## src/rtl/sb_pkg.sv

```systemverilog
// Shared types and helpers for the post-commit store buffer.
package sb_pkg;

  typedef enum logic {SB_IDLE, SB_ISSUE} sb_state_t;

  typedef struct packed {
    logic [29:0] addr;
    logic [31:0] data;
    logic [3:0]  bm;
  } sb_entry_t;

  localparam logic [3:0] LEGAL_BM_B0 = 4'b0001;
  localparam logic [3:0] LEGAL_BM_B1 = 4'b0010;
  localparam logic [3:0] LEGAL_BM_B2 = 4'b0100;
  localparam logic [3:0] LEGAL_BM_B3 = 4'b1000;
  localparam logic [3:0] LEGAL_BM_H0 = 4'b0011;
  localparam logic [3:0] LEGAL_BM_H1 = 4'b1100;
  localparam logic [3:0] LEGAL_BM_W  = 4'b1111;

  // Only naturally aligned byte/half/word masks are storable; the cache
  // derives the access size from the mask.
  function automatic logic legal_bm(input logic [3:0] bm);
    return bm inside {LEGAL_BM_B0, LEGAL_BM_B1, LEGAL_BM_B2, LEGAL_BM_B3,
                      LEGAL_BM_H0, LEGAL_BM_H1, LEGAL_BM_W};
  endfunction

  function automatic logic [31:0] bm_expand(input logic [3:0] bm);
    return {{8{bm[3]}}, {8{bm[2]}}, {8{bm[1]}}, {8{bm[0]}}};
  endfunction

endpackage

```

## src/rtl/store_buffer_if.sv

```systemverilog
// Commit-side enqueue, cache store port and load-forwarding lookup of the store buffer.
interface store_buffer_if;
  logic        enq_valid_i;
  logic        enq_ready_o;
  logic [29:0] enq_address_i;
  logic [31:0] enq_data_i;
  logic [3:0]  enq_bm_i;
  logic        store_valid_o;
  logic [29:0] store_address_o;
  logic [31:0] store_data_o;
  logic [3:0]  store_bm_o;
  logic        cache_done_i;
  logic [29:0] fwd_address_i;
  logic [3:0]  fwd_bm_i;
  logic        fwd_hit_o;
  logic [31:0] fwd_data_o;
  logic        fwd_conflict_o;
  logic        sb_empty_o;

  modport slave (
    input  enq_valid_i, enq_address_i, enq_data_i, enq_bm_i, cache_done_i,
           fwd_address_i, fwd_bm_i,
    output enq_ready_o, store_valid_o, store_address_o, store_data_o, store_bm_o,
           fwd_hit_o, fwd_data_o, fwd_conflict_o, sb_empty_o
  );

  modport master (
    output enq_valid_i, enq_address_i, enq_data_i, enq_bm_i, cache_done_i,
           fwd_address_i, fwd_bm_i,
    input  enq_ready_o, store_valid_o, store_address_o, store_data_o, store_bm_o,
           fwd_hit_o, fwd_data_o, fwd_conflict_o, sb_empty_o
  );
endinterface

```

## src/rtl/sb_fwd_match.sv

```systemverilog
// Combinational youngest-entry search for store-to-load forwarding.
module sb_fwd_match
  import sb_pkg::*;
#(
  parameter int unsigned DEPTH = 8,
  parameter int unsigned PTR_W = $clog2(DEPTH)
) (
  input  sb_entry_t        entries [DEPTH],
  input  logic [DEPTH-1:0] valid,
  input  logic [PTR_W-1:0] tail,
  input  logic [29:0]      lk_addr,
  input  logic [3:0]       lk_bm,
  output logic             hit,
  output logic             conflict,
  output logic [31:0]      data
);

  logic             found;
  logic [3:0]       f_bm;
  logic [31:0]      f_data;
  logic [PTR_W-1:0] idx;
  logic             covered;

  // Scanning from tail walks oldest to youngest, so the last match wins.
  always_comb begin
    found  = 1'b0;
    f_bm   = '0;
    f_data = '0;
    idx    = '0;
    for (int unsigned k = 0; k < DEPTH; k++) begin
      idx = tail + PTR_W'(k);
      if (valid[idx] && entries[idx].addr == lk_addr && (entries[idx].bm & lk_bm) != '0) begin
        found  = 1'b1;
        f_bm   = entries[idx].bm;
        f_data = entries[idx].data;
      end
    end
    covered  = (f_bm & lk_bm) == lk_bm;
    hit      = found && covered;
    conflict = found && !covered;
    data     = hit ? (f_data & bm_expand(lk_bm)) : '0;
  end

endmodule

```

## src/rtl/store_buffer.sv

```systemverilog
// Post-commit store queue feeding the data-cache store port, with load forwarding.
// Optional write merging into the youngest entry: define STORE_BUF_MERGE_EN.
module store_buffer
  import sb_pkg::*;
#(
  parameter  int unsigned DEPTH = 8,
  localparam int unsigned PTR_W = $clog2(DEPTH)
) (
  input  logic           cpu_clock_i,
  input  logic           cpu_resetn_i,
  store_buffer_if.slave  sb
);

  sb_entry_t        mem [DEPTH];
  sb_entry_t        out_q, load_entry, wr_entry, new_entry;
  sb_state_t        state_q, state_d;
  logic [PTR_W-1:0] head_q, tail_q, next_head, wr_idx;
  logic [PTR_W:0]   count_q, count_d;
  logic [DEPTH-1:0] valid;
  logic             full, enq_ready, enq_fire, pop, alloc, merge, load_out;

  assign full      = count_q == (PTR_W+1)'(DEPTH);
  assign new_entry = '{addr: sb.enq_address_i, data: sb.enq_data_i, bm: sb.enq_bm_i};

`ifdef STORE_BUF_MERGE_EN
  logic [PTR_W-1:0] young_idx;
  sb_entry_t        young;
  logic [31:0]      enq_mask;

  assign young_idx = tail_q - PTR_W'(1);
  assign young     = mem[young_idx];
  assign enq_mask  = bm_expand(sb.enq_bm_i);
  assign merge     = (count_q != '0) && !(state_q == SB_ISSUE && young_idx == head_q)
                   && young.addr == sb.enq_address_i && legal_bm(young.bm | sb.enq_bm_i);
  assign enq_ready = !full || merge;
  assign wr_idx    = merge ? young_idx : tail_q;
  assign wr_entry  = merge ? '{addr: young.addr,
                               data: (young.data & ~enq_mask) | (sb.enq_data_i & enq_mask),
                               bm:   young.bm | sb.enq_bm_i}
                           : new_entry;
`else
  assign merge     = 1'b0;
  assign enq_ready = !full;
  assign wr_idx    = tail_q;
  assign wr_entry  = new_entry;
`endif

  assign enq_fire  = sb.enq_valid_i && enq_ready;
  assign alloc     = enq_fire && !merge;
  assign pop       = (state_q == SB_ISSUE) && sb.cache_done_i;
  assign count_d   = count_q + (PTR_W+1)'(alloc) - (PTR_W+1)'(pop);
  assign next_head = pop ? head_q + PTR_W'(1) : head_q;
  // The entry written on this edge may be the one about to be presented.
  assign load_entry = (enq_fire && wr_idx == next_head) ? wr_entry : mem[next_head];

  always_comb begin
    state_d  = state_q;
    load_out = 1'b0;
    unique case (state_q)
      SB_IDLE: begin
        if (count_q != '0) begin
          state_d  = SB_ISSUE;
          load_out = 1'b1;
        end
      end
      SB_ISSUE: begin
        if (pop) begin
          if (count_d != '0) load_out = 1'b1;
          else               state_d  = SB_IDLE;
        end
      end
      default: state_d = SB_IDLE;
    endcase
  end

  always_comb begin
    valid = '0;
    for (int unsigned i = 0; i < DEPTH; i++) begin
      valid[i] = {1'b0, PTR_W'(i) - head_q} < count_q;
    end
  end

  always_ff @(posedge cpu_clock_i) begin
    if (enq_fire) mem[wr_idx] <= wr_entry;
  end

  always_ff @(posedge cpu_clock_i or negedge cpu_resetn_i) begin
    if (!cpu_resetn_i) begin
      state_q <= SB_IDLE;
      head_q  <= '0;
      tail_q  <= '0;
      count_q <= '0;
      out_q   <= '0;
    end else begin
      state_q <= state_d;
      count_q <= count_d;
      if (pop)      head_q <= head_q + PTR_W'(1);
      if (alloc)    tail_q <= tail_q + PTR_W'(1);
      if (load_out) out_q  <= load_entry;
    end
  end

  assign sb.enq_ready_o     = enq_ready;
  assign sb.store_valid_o   = state_q == SB_ISSUE;
  assign sb.store_address_o = out_q.addr;
  assign sb.store_data_o    = out_q.data;
  assign sb.store_bm_o      = out_q.bm;
  assign sb.sb_empty_o      = count_q == '0;

  sb_fwd_match #(.DEPTH(DEPTH), .PTR_W(PTR_W)) u_fwd (
    .entries  (mem),
    .valid    (valid),
    .tail     (tail_q),
    .lk_addr  (sb.fwd_address_i),
    .lk_bm    (sb.fwd_bm_i),
    .hit      (sb.fwd_hit_o),
    .conflict (sb.fwd_conflict_o),
    .data     (sb.fwd_data_o)
  );

  a_done_in_idle: assert property (@(posedge cpu_clock_i) disable iff (!cpu_resetn_i)
    !(state_q == SB_IDLE && sb.cache_done_i));
  a_legal_bm: assert property (@(posedge cpu_clock_i) disable iff (!cpu_resetn_i)
    enq_fire |-> legal_bm(sb.enq_bm_i));

endmodule
```

## src/flat_wrapper.sv

```systemverilog
// flat-port wrapper written by rule: the top's interface ports become plain ports
module store_buffer_flat import sb_pkg::*;
#(
  parameter  int unsigned DEPTH = 8,
  localparam int unsigned PTR_W = $clog2(DEPTH)
)
  (cpu_clock_i, cpu_resetn_i, sb_enq_valid_i, sb_enq_address_i, sb_enq_data_i, sb_enq_bm_i, sb_cache_done_i, sb_fwd_address_i, sb_fwd_bm_i, sb_enq_ready_o, sb_store_valid_o, sb_store_address_o, sb_store_data_o, sb_store_bm_o, sb_fwd_hit_o, sb_fwd_data_o, sb_fwd_conflict_o, sb_sb_empty_o);
  store_buffer_if sb_i ();
  input  logic cpu_clock_i;
  input  logic cpu_resetn_i;
  input wire logic [$bits(sb_i.enq_valid_i)-1:0] sb_enq_valid_i;
  input wire logic [$bits(sb_i.enq_address_i)-1:0] sb_enq_address_i;
  input wire logic [$bits(sb_i.enq_data_i)-1:0] sb_enq_data_i;
  input wire logic [$bits(sb_i.enq_bm_i)-1:0] sb_enq_bm_i;
  input wire logic [$bits(sb_i.cache_done_i)-1:0] sb_cache_done_i;
  input wire logic [$bits(sb_i.fwd_address_i)-1:0] sb_fwd_address_i;
  input wire logic [$bits(sb_i.fwd_bm_i)-1:0] sb_fwd_bm_i;
  output wire logic [$bits(sb_i.enq_ready_o)-1:0] sb_enq_ready_o;
  output wire logic [$bits(sb_i.store_valid_o)-1:0] sb_store_valid_o;
  output wire logic [$bits(sb_i.store_address_o)-1:0] sb_store_address_o;
  output wire logic [$bits(sb_i.store_data_o)-1:0] sb_store_data_o;
  output wire logic [$bits(sb_i.store_bm_o)-1:0] sb_store_bm_o;
  output wire logic [$bits(sb_i.fwd_hit_o)-1:0] sb_fwd_hit_o;
  output wire logic [$bits(sb_i.fwd_data_o)-1:0] sb_fwd_data_o;
  output wire logic [$bits(sb_i.fwd_conflict_o)-1:0] sb_fwd_conflict_o;
  output wire logic [$bits(sb_i.sb_empty_o)-1:0] sb_sb_empty_o;
  assign sb_i.enq_valid_i = sb_enq_valid_i;
  assign sb_i.enq_address_i = sb_enq_address_i;
  assign sb_i.enq_data_i = sb_enq_data_i;
  assign sb_i.enq_bm_i = sb_enq_bm_i;
  assign sb_i.cache_done_i = sb_cache_done_i;
  assign sb_i.fwd_address_i = sb_fwd_address_i;
  assign sb_i.fwd_bm_i = sb_fwd_bm_i;
  assign sb_enq_ready_o = sb_i.enq_ready_o;
  assign sb_store_valid_o = sb_i.store_valid_o;
  assign sb_store_address_o = sb_i.store_address_o;
  assign sb_store_data_o = sb_i.store_data_o;
  assign sb_store_bm_o = sb_i.store_bm_o;
  assign sb_fwd_hit_o = sb_i.fwd_hit_o;
  assign sb_fwd_data_o = sb_i.fwd_data_o;
  assign sb_fwd_conflict_o = sb_i.fwd_conflict_o;
  assign sb_sb_empty_o = sb_i.sb_empty_o;
  store_buffer #(.DEPTH(DEPTH)) u_core (.cpu_clock_i(cpu_clock_i), .cpu_resetn_i(cpu_resetn_i), .sb(sb_i));
endmodule
```

## config.mk

```make
export PLATFORM = sky130hd
export DESIGN_NAME = store_buffer_flat
export DESIGN_NICKNAME = d
export VERILOG_FILES = /design/src/rtl/sb_pkg.sv /design/src/rtl/store_buffer_if.sv /design/src/rtl/sb_fwd_match.sv /design/src/rtl/store_buffer.sv /design/src/flat_wrapper.sv
export SDC_FILE = /design/constraint.sdc
export NUM_CORES = 2
export LEC_CHECK = 0
export ABC_AREA = 1
export BUFFER_PORTS_ARGS = -buffer_cell sky130_fd_sc_hd__buf_4
export CELL_PAD_IN_SITES_DETAIL_PLACEMENT = 0
export CELL_PAD_IN_SITES_GLOBAL_PLACEMENT = 1
export CORE_ASPECT_RATIO = 1.5
export CORE_MARGIN = 2
export CORE_UTILIZATION = 45
export CTS_CLUSTER_DIAMETER = 80
export DETAILED_ROUTE_END_ITERATION = 10
export GPL_ROUTABILITY_DRIVEN = 0
export PLACE_DENSITY_LB_ADDON = 0.3
export SYNTH_ARGS = -nofsm -noshare
export SYNTH_HDL_FRONTEND = slang
export SYNTH_SLANG_ARGS = --single-unit
```

## constraint.sdc

```tcl
create_clock -name cpu_clock_i -period 5.9 [get_ports cpu_clock_i]
set_input_delay 0.295 -clock cpu_clock_i [delete_from_list [all_inputs] [get_ports cpu_clock_i]]
set_output_delay 0.295 -clock cpu_clock_i [all_outputs]
set_load 0.03 [all_outputs]
```

# After elaboration in Yosys (flattened, before gate mapping)
# Cells that the tools add are included.
dict set report word_totals {
  register_bits 605
  output_inout_bits 103
  wordCells 220
}
dict set report classes {
  add_sub_neg 18
  n_lt_le_gt_ge 26
  n_eq_ne 11
  n_mux 79
  n_bitwise 20
  reduce_logical 35
}
# cell count
set op_table {}
lappend op_table {{$bmux 66 s3} 9}
lappend op_table {{$mux 66} 20}
lappend op_table {{$bwmux 528} 1}
lappend op_table {{$mux 32} 9}
lappend op_table {{$eq 30x30->1} 8}
lappend op_table {{$demux 66 s3} 1}
lappend op_table {{$reduce_bool 4->1} 10}
lappend op_table {{$and 4x4->4} 9}
lappend op_table {{$ge 4x4->1 const B} 9}
lappend op_table {{$not 3->4} 9}
lappend op_table {{$and 32x32->32} 1}
lappend op_table {{$lt 3x4->1} 8}
lappend op_table {{$lt 3x4->1 const B} 8}
lappend op_table {{$mux 4} 8}
lappend op_table {{$bmux 1 s3} 8}
lappend op_table {{$logic_and 1x1->1} 22}
lappend op_table {{$mux 1} 20}
lappend op_table {{$add 3x3->3 const B} 4}
lappend op_table {{$sub 3x3->3 const A} 4}
lappend op_table {{$add 3x1->3 const B} 2}
lappend op_table {{$add 3x2->3 const B} 2}
lappend op_table {{$sub 1x3->3 const A} 2}
lappend op_table {{$sub 2x3->3 const A} 2}
lappend op_table {{$add 4x1->4} 1}
lappend op_table {{other kinds (10)} 12}

# Longest topological paths before layout
dict set report depth {
  word_depth 19
  mapped_depth 36
  depth_no_buf 29
}

# Hierarchy
# From an unflattened synthesis, not the netlist that was laid out.
dict set report unflattened {
  cells_unflattened 7842
  area_unflattened_um2 50780.0
}
# module n_inst cells_each area_each_um2 seq_area_each_um2
set by_module_without_submodules {}
lappend by_module_without_submodules {store_buffer 1 2300 25549.5 17782.1}
lappend by_module_without_submodules {sb_fwd_match 1 5542 25230.4 0.0}

# Worst setup path before layout
# OpenSTA, ideal clock, no wires.
dict set report synth_timing {
  kind {register -> register}
  startpoint {register u_core.tail_q[1] (netlist name)}
  endpoint {register u_core.mem[396] (netlist name) (enable)}
  arrival_time_ps 4690
  required_ps 5410
  setup_slack_ps 719
  path_stages_with_launch 11
  path_buffers 6
  period_less_slack_ps 5181
  path_cell_list {dfrtp_1 > buf_2 > inv_1 > buf_2 > buf_2 > buf_2 > buf_2 > buf_1 > ha_1 > inv_1 > nor2_1}
}
# item line
set synth_rtl {}
lappend synth_rtl {{to (signal, indexed assignment)} store_buffer.sv:84} ;# if (enq_fire) mem[wr_idx] <= wr_entry;
lappend synth_rtl {{to (decl)} store_buffer.sv:14} ;# sb_entry_t mem [DEPTH];

# Final worst setup path
dict set report layout_timing {
  startpoint {register u_core.tail_q[0]}
  endpoint {output sb_fwd_data_o[9]}
}
dict set report layout_between {
  elab_chain_len 19
  word_cells_on_any_way 124
}
# item line
set layout_rtl {}
lappend layout_rtl {{from (decl)} store_buffer.sv:17} ;# logic [PTR_W-1:0] head_q, tail_q, next_head, wr_idx;
lappend layout_rtl {{from (signal assigned)} store_buffer.sv:98} ;# if (alloc) tail_q <= tail_q + PTR_W'(1);
lappend layout_rtl {{$add 3x1->3 or $not 3->4 (tied branches)} -}
lappend layout_rtl {{$not 3->4 (implied by the code) or $bmux 66 s3 (tied branches)} {sb_fwd_match.sv:32, sb_fwd_match.sv:34, sb_fwd_match.sv:35}}
lappend layout_rtl {{$bmux 66 s3 or $mux 66 (tied branches)} {sb_fwd_match.sv:32, sb_fwd_match.sv:34, sb_fwd_match.sv:35}}
lappend layout_rtl {{$mux 66 (implied by the code)} sb_fwd_match.sv:35} ;# f_data = entries[idx].data;
lappend layout_rtl {{$mux 66 (implied by the code) (tied with other cells)} sb_fwd_match.sv:35}
lappend layout_rtl {{$eq 30x30->1 (tied with other cells)} sb_fwd_match.sv:32} ;# if (valid[idx] && entries[idx].addr == lk_addr && (entries[idx].bm & lk_bm) != '0) begin
lappend layout_rtl {{$logic_and 1x1->1 or $reduce_bool 4->1 (tied branches)} sb_fwd_match.sv:32}
lappend layout_rtl {{$logic_and 1x1->1 or $mux 4 (tied branches)} sb_fwd_match.sv:32}
lappend layout_rtl {{$mux 4 (7 in a row)} sb_fwd_match.sv:32}
lappend layout_rtl {{$and 4x4->4} sb_fwd_match.sv:38} ;# covered = (f_bm & lk_bm) == lk_bm;
lappend layout_rtl {{$eq 4x4->1} sb_fwd_match.sv:38}
lappend layout_rtl {{$logic_and 1x1->1} sb_fwd_match.sv:39} ;# hit = found && covered;
lappend layout_rtl {{$mux 32 (*)} sb_fwd_match.sv:41} ;# data = hit ? (f_data & bm_expand(lk_bm)) : '0;
lappend layout_rtl {{to (decl)} flat_wrapper.sv:24} ;# output wire logic [$bits(sb_i.fwd_data_o)-1:0] sb_fwd_data_o;
# Mark *: on every way between the ends. The rest lies on a longest branch, timed or not. The select of a mux whose other input is x is not followed.

==> results <==
- The number of warnings printed during yosys synthesis is 0.
- Among all flip-flop cells after synthesis, the most frequent one is sky130_fd_sc_hd__edfxtp_1.
- The post-route setup TNS is 0 ns.
- The via count of the first global-routing pass came to 48600.
- The worst endpoint data arrival time is 5.60 ns.
- By area, the combinational part of the netlist is dominated by simple AND/OR/NAND/NOR gates.
- The worst hold margin is 0.132 ns.
- The final count of pins violating max slew is 0.
- Measured against its own limit, the worst slew margin works out to 17.0%.
- The initial core utilization is 45.3%.
- Once layout is complete, the cells apart from fillers number 8728.
- The final layout contains routed wiring with a total length of 208000 µm.
- The final routed wire length divided by cell count is 23.9 µm.
- The first-pass iteration count of the detailed router is 6.
- The proportion of register bits with asynchronous set or reset after synthesis is 12.7%.
- The final period utilization is 99.9%.
- The actual transition at the worst max-transition pin is 1.24 ns.
- The HPWL after detailed placement is 132000 µm.
- The remaining global-route overflow is 0.
- The number of DRC violations after detailed routing is 0.
- The required arrival time at the worst endpoint is 5.61 ns.
- The synthesized netlist devotes 18.1% of its cell area to compound gates.
- The worst hold-check path type is in -> reg.
- The total number of H-tree levels is 3.
- Synthesis produced a netlist with a net count of 7471.
- In this run the power density over the cells is 700 nW/µm².
- The number of hold-slack violations in the final timing report is 0.
- After synthesis, the netlist uses 46 different library cells.
- Summing the areas of all and, or, nand and nor instances in the mapped netlist gives 33.0% of the synthesized area.
- The instance area after placement is 51400 µm².
- The synthesized-area fraction occupied by adder cells is 0.705%.
- The largest buffer count on any clock path is 3.
- The floorplan step defined a die boundary enclosing 112000 µm².
- The number of register bits inferred by synthesis is 605.
- The highest attainable clock frequency is 170 MHz.
- The tree built by TritonCTS fans out to 605 sinks.
- Summing the sequential cell areas from Yosys gives 36.3% of the chip area.
- The CTS tree is yes.
- Summing the areas of all xor and xnor instances in the mapped netlist gives 2.23% of the synthesized area.
- The synthesized netlist occupies a cell area of 49000 µm².
- Counting every instance in the synthesized netlist gives 7340.
- The count of max-cap constraint violations is 0.
- The number of clock buffers added by TritonCTS is 66.
- The total of endpoints with negative setup slack in the final report is 0.
- Entering global routing, the biggest net connects 187 pins.
- In the synthesized netlist, mux cells make up 1.98% of the area.
- The final setup slack of the worst path is 0.00642 ns.
- The leakage component of the power is 23.6 nW.
- The number of placement rows is 148.
- The number of DRC violations after detailed-routing iteration 0 is 6515.
- Using the TritonRoute via totals, the vias-per-cell ratio works out to 6.04.
- Leaving out fill and tap cells, the most frequent cell in the layout is sky130_fd_sc_hd__nand2_1.
- The number of antenna violations at the first check in global routing is 12.
- The fill cell instance count of the final layout is 10900.
- During placement, the flow inserted port buffers numbering 206.
- The clock insertion delay at the later pin of the skew report is 0.69 ns.
- The worst path in the final design needs a cycle of 5.89 ns, including I/O delays and setup.
- The critical path startpoint category is a flop.
- After clock tree synthesis, the clock-pin slew on the worst setup and hold paths is 0.07 ns.
- Global routing used 35.9% of the available tracks across all layers.
- Counting flops with a built-in enable in the synthesized netlist gives 528.
- The average instance in the mapped netlist occupies 6.67 µm².
- The layout overhead on the synthesized area is 11.5%.
- The number of nets with antenna violations after detailed routing is 0.
- The boundary pin count is 207.
- The worst IR drop on VDD is 0.740 mV.
- The total via count after detailed routing is 52700.
- In this run the worst path has a maximum fanout of 72.
- The finished cells cover 54600 µm².
- The number of instances in the placed design is 8520.
- The clock arrives with 0.0358 ns of skew.
- The worst slack at placement is 0.530 ns.
- The critical path endpoint category is a primary output.
- The vertical die dimension is 408 µm.
- The clock tree root buffer cell is sky130_fd_sc_hd__clkbuf_16.
- The top cell types in the final layout, fill and taps aside, are sky130_fd_sc_hd__nand2_1 (2344), sky130_fd_sc_hd__nand3_1 (1052), sky130_fd_sc_hd__o21ai_0 (1015).
- The final layout contains 7372 nets.
- The placeable core region is 108000 µm².
- The first-pass GRT wire length is 301000 µm.
- The floorplan step set the die width to 273 µm.
- The fraction of layout cells with a size suffix above 1 is 7.01%.
- The flow ran to the end, and the final reports show no timing, DRC or antenna violations.
- The worst setup path is of the reg -> out kind.
==> where the power goes <==
part           switching, mW  internal [mW]  leakage (nW)
clock                   1.97           2.39          1.07
combinational           19.9           7.93          16.8
sequential             0.486           5.50          5.70
total                   22.4           15.8          23.6
==> state kept, by name, indices dropped and copies added (netlist names) <==
name / flops
u_core.tail_q: 3
u_core.mem: 528
u_core.sb.store_valid_o: 1
u_core.count_q: 4
u_core.sb.store_address_o: 30
u_core.head_q: 3
u_core.sb.store_bm_o: 4
u_core.sb.store_data_o: 32
==> routing by layer <==
metal / wire (µm) / global-route usage, %
met1: 77100 / 42.0
met4: 17100 / 25.2
met2: 97400 / 59.9
met3: 16700 / 5.45
met5: 47 / 0
==> cells in the mapped netlist, types with 3 or more instances <==
master / instances / share of area (%)
sky130_fd_sc_hd__clkbuf_1: 289 / 2.2
sky130_fd_sc_hd__nor2_1: 407 / 3.1
sky130_fd_sc_hd__o21ai_1: 49 / 0.50
sky130_fd_sc_hd__xnor2_1: 3 / 0.054
sky130_fd_sc_hd__o311ai_0: 9 / 0.16
sky130_fd_sc_hd__mux2i_1: 97 / 2.0
sky130_fd_sc_hd__edfxtp_1: 528 / 32
sky130_fd_sc_hd__xor2_1: 120 / 2.1
sky130_fd_sc_hd__buf_6: 5 / 0.11
sky130_fd_sc_hd__nor3_1: 10 / 0.10
sky130_fd_sc_hd__nor2_2: 23 / 0.29
sky130_fd_sc_hd__o21a_1: 26 / 0.40
sky130_fd_sc_hd__buf_4: 10 / 0.15
sky130_fd_sc_hd__buf_1: 107 / 0.82
sky130_fd_sc_hd__nand2_1: 2348 / 18
sky130_fd_sc_hd__and2_0: 8 / 0.10
sky130_fd_sc_hd__o21ai_0: 1016 / 10
sky130_fd_sc_hd__nand4_1: 15 / 0.19
sky130_fd_sc_hd__buf_2: 147 / 1.5
sky130_fd_sc_hd__clkinv_1: 14 / 0.11
sky130_fd_sc_hd__a21oi_1: 368 / 3.8
sky130_fd_sc_hd__inv_2: 6 / 0.046
sky130_fd_sc_hd__and2_1: 18 / 0.23
sky130_fd_sc_hd__a31oi_1: 12 / 0.15
sky130_fd_sc_hd__dfrtp_1: 77 / 3.9
sky130_fd_sc_hd__inv_1: 351 / 2.7
sky130_fd_sc_hd__o221ai_1: 29 / 0.52
sky130_fd_sc_hd__o22ai_1: 45 / 0.57
sky130_fd_sc_hd__nand3_1: 1053 / 11
sky130_fd_sc_hd__ha_1: 26 / 0.66
sky130_fd_sc_hd__a211oi_1: 6 / 0.092
sky130_fd_sc_hd__nor4_1: 4 / 0.051
sky130_fd_sc_hd__o211ai_1: 98 / 1.5
==> area by class of cell <==
cell class                 count  area [µm²]  area share [%]
antenna                        9        22.5          0.0412
clock buffer                  81        1800            3.30
clock inverter                40         409           0.749
inverter                     372        1460            2.67
multi-input combinational   5805       27700            50.7
sequential                   605       17800            32.6
tap                         1425        1780            3.26
timing repair buffer         391        3680            6.74
==> stage by stage <==
stage	util, %	power, mW
after floorplan	-	24.2
after detailed placement	47.5	32.8
final	50.5	38.2
after CTS	50.2	37.3
after global routing	50.5	40.8
after global placement	47.5	32.6
==> worst paths after layout <==
check                                     startpoint  depth (start not counted)                             to  slack (ns)
max                                 u_core.tail_q[0]                         22               sb_fwd_data_o[9]       0.006
min                                  sb_cache_done_i                          4        u_core.sb.store_valid_o        0.13
max reg2reg                        u_core.count_q[2]                         15  u_core.sb.store_address_o[22]        1.13
min reg2reg                u_core.sb.store_data_o[8]                          2      u_core.sb.store_data_o[8]        0.51
max in group asynchronous               cpu_resetn_i                          3               u_core.tail_q[1]        4.40
min in group asynchronous               cpu_resetn_i                          2     u_core.sb.store_data_o[27]        0.22
==> worst max-delay path: stages (launching register included) <==
cell,delay [ns]
sky130_fd_sc_hd__dfrtp_4,0.57
sky130_fd_sc_hd__inv_8,0.14
sky130_fd_sc_hd__ha_4,0.42
sky130_fd_sc_hd__clkinv_16,0.21
sky130_fd_sc_hd__buf_4,0.31
sky130_fd_sc_hd__nand3_1,0.11
sky130_fd_sc_hd__o21a_1,0.15
sky130_fd_sc_hd__nand2_1,0.05
sky130_fd_sc_hd__o21ai_1,0.12
sky130_fd_sc_hd__nand2_1,0.08
sky130_fd_sc_hd__nand4_1,0.44
sky130_fd_sc_hd__nand4_1,0.36
sky130_fd_sc_hd__nor3_4,0.30
sky130_fd_sc_hd__nand3_2,0.21
sky130_fd_sc_hd__inv_2,0.21
sky130_fd_sc_hd__a21oi_1,0.09
sky130_fd_sc_hd__nand2_1,0.09
sky130_fd_sc_hd__nand2_1,0.08
sky130_fd_sc_hd__nor2_2,0.17
sky130_fd_sc_hd__nand2_2,0.16
sky130_fd_sc_hd__buf_12,0.22
sky130_fd_sc_hd__nor2_1,0.12
sky130_fd_sc_hd__buf_4,0.17
==> cells by family (layout without fill, tap and decap cells) <==
| logic type | Yosys count | in the layout |
|---|---|---|
| compound gates | 1662 | 1662 |
| xor+xnor | 124 | 124 |
| fa+ha+maj | 27 | 27 |
| buf+inv | 930 | 884 |
| flops | 605 | 605 |
| mux | 97 | 97 |
| other cells | 0 | 9 |
| simple gates | 3895 | 3895 |
==> timing repair <==
| item | CTS | global route |
|---|---|---|
| pin swaps | 1 | 5 |
| endpoints found under the hold margin | 604 | 0 |
| resized for setup | 6 | 28 |
| gates cloned | 0 | 6 |
| hold buffers | 67 | 0 |
| setup buffers | 0 | 5 |
| endpoints found under the setup margin | 34 | 34 |
No activity file was read; power rests on OpenSTA's default activity.
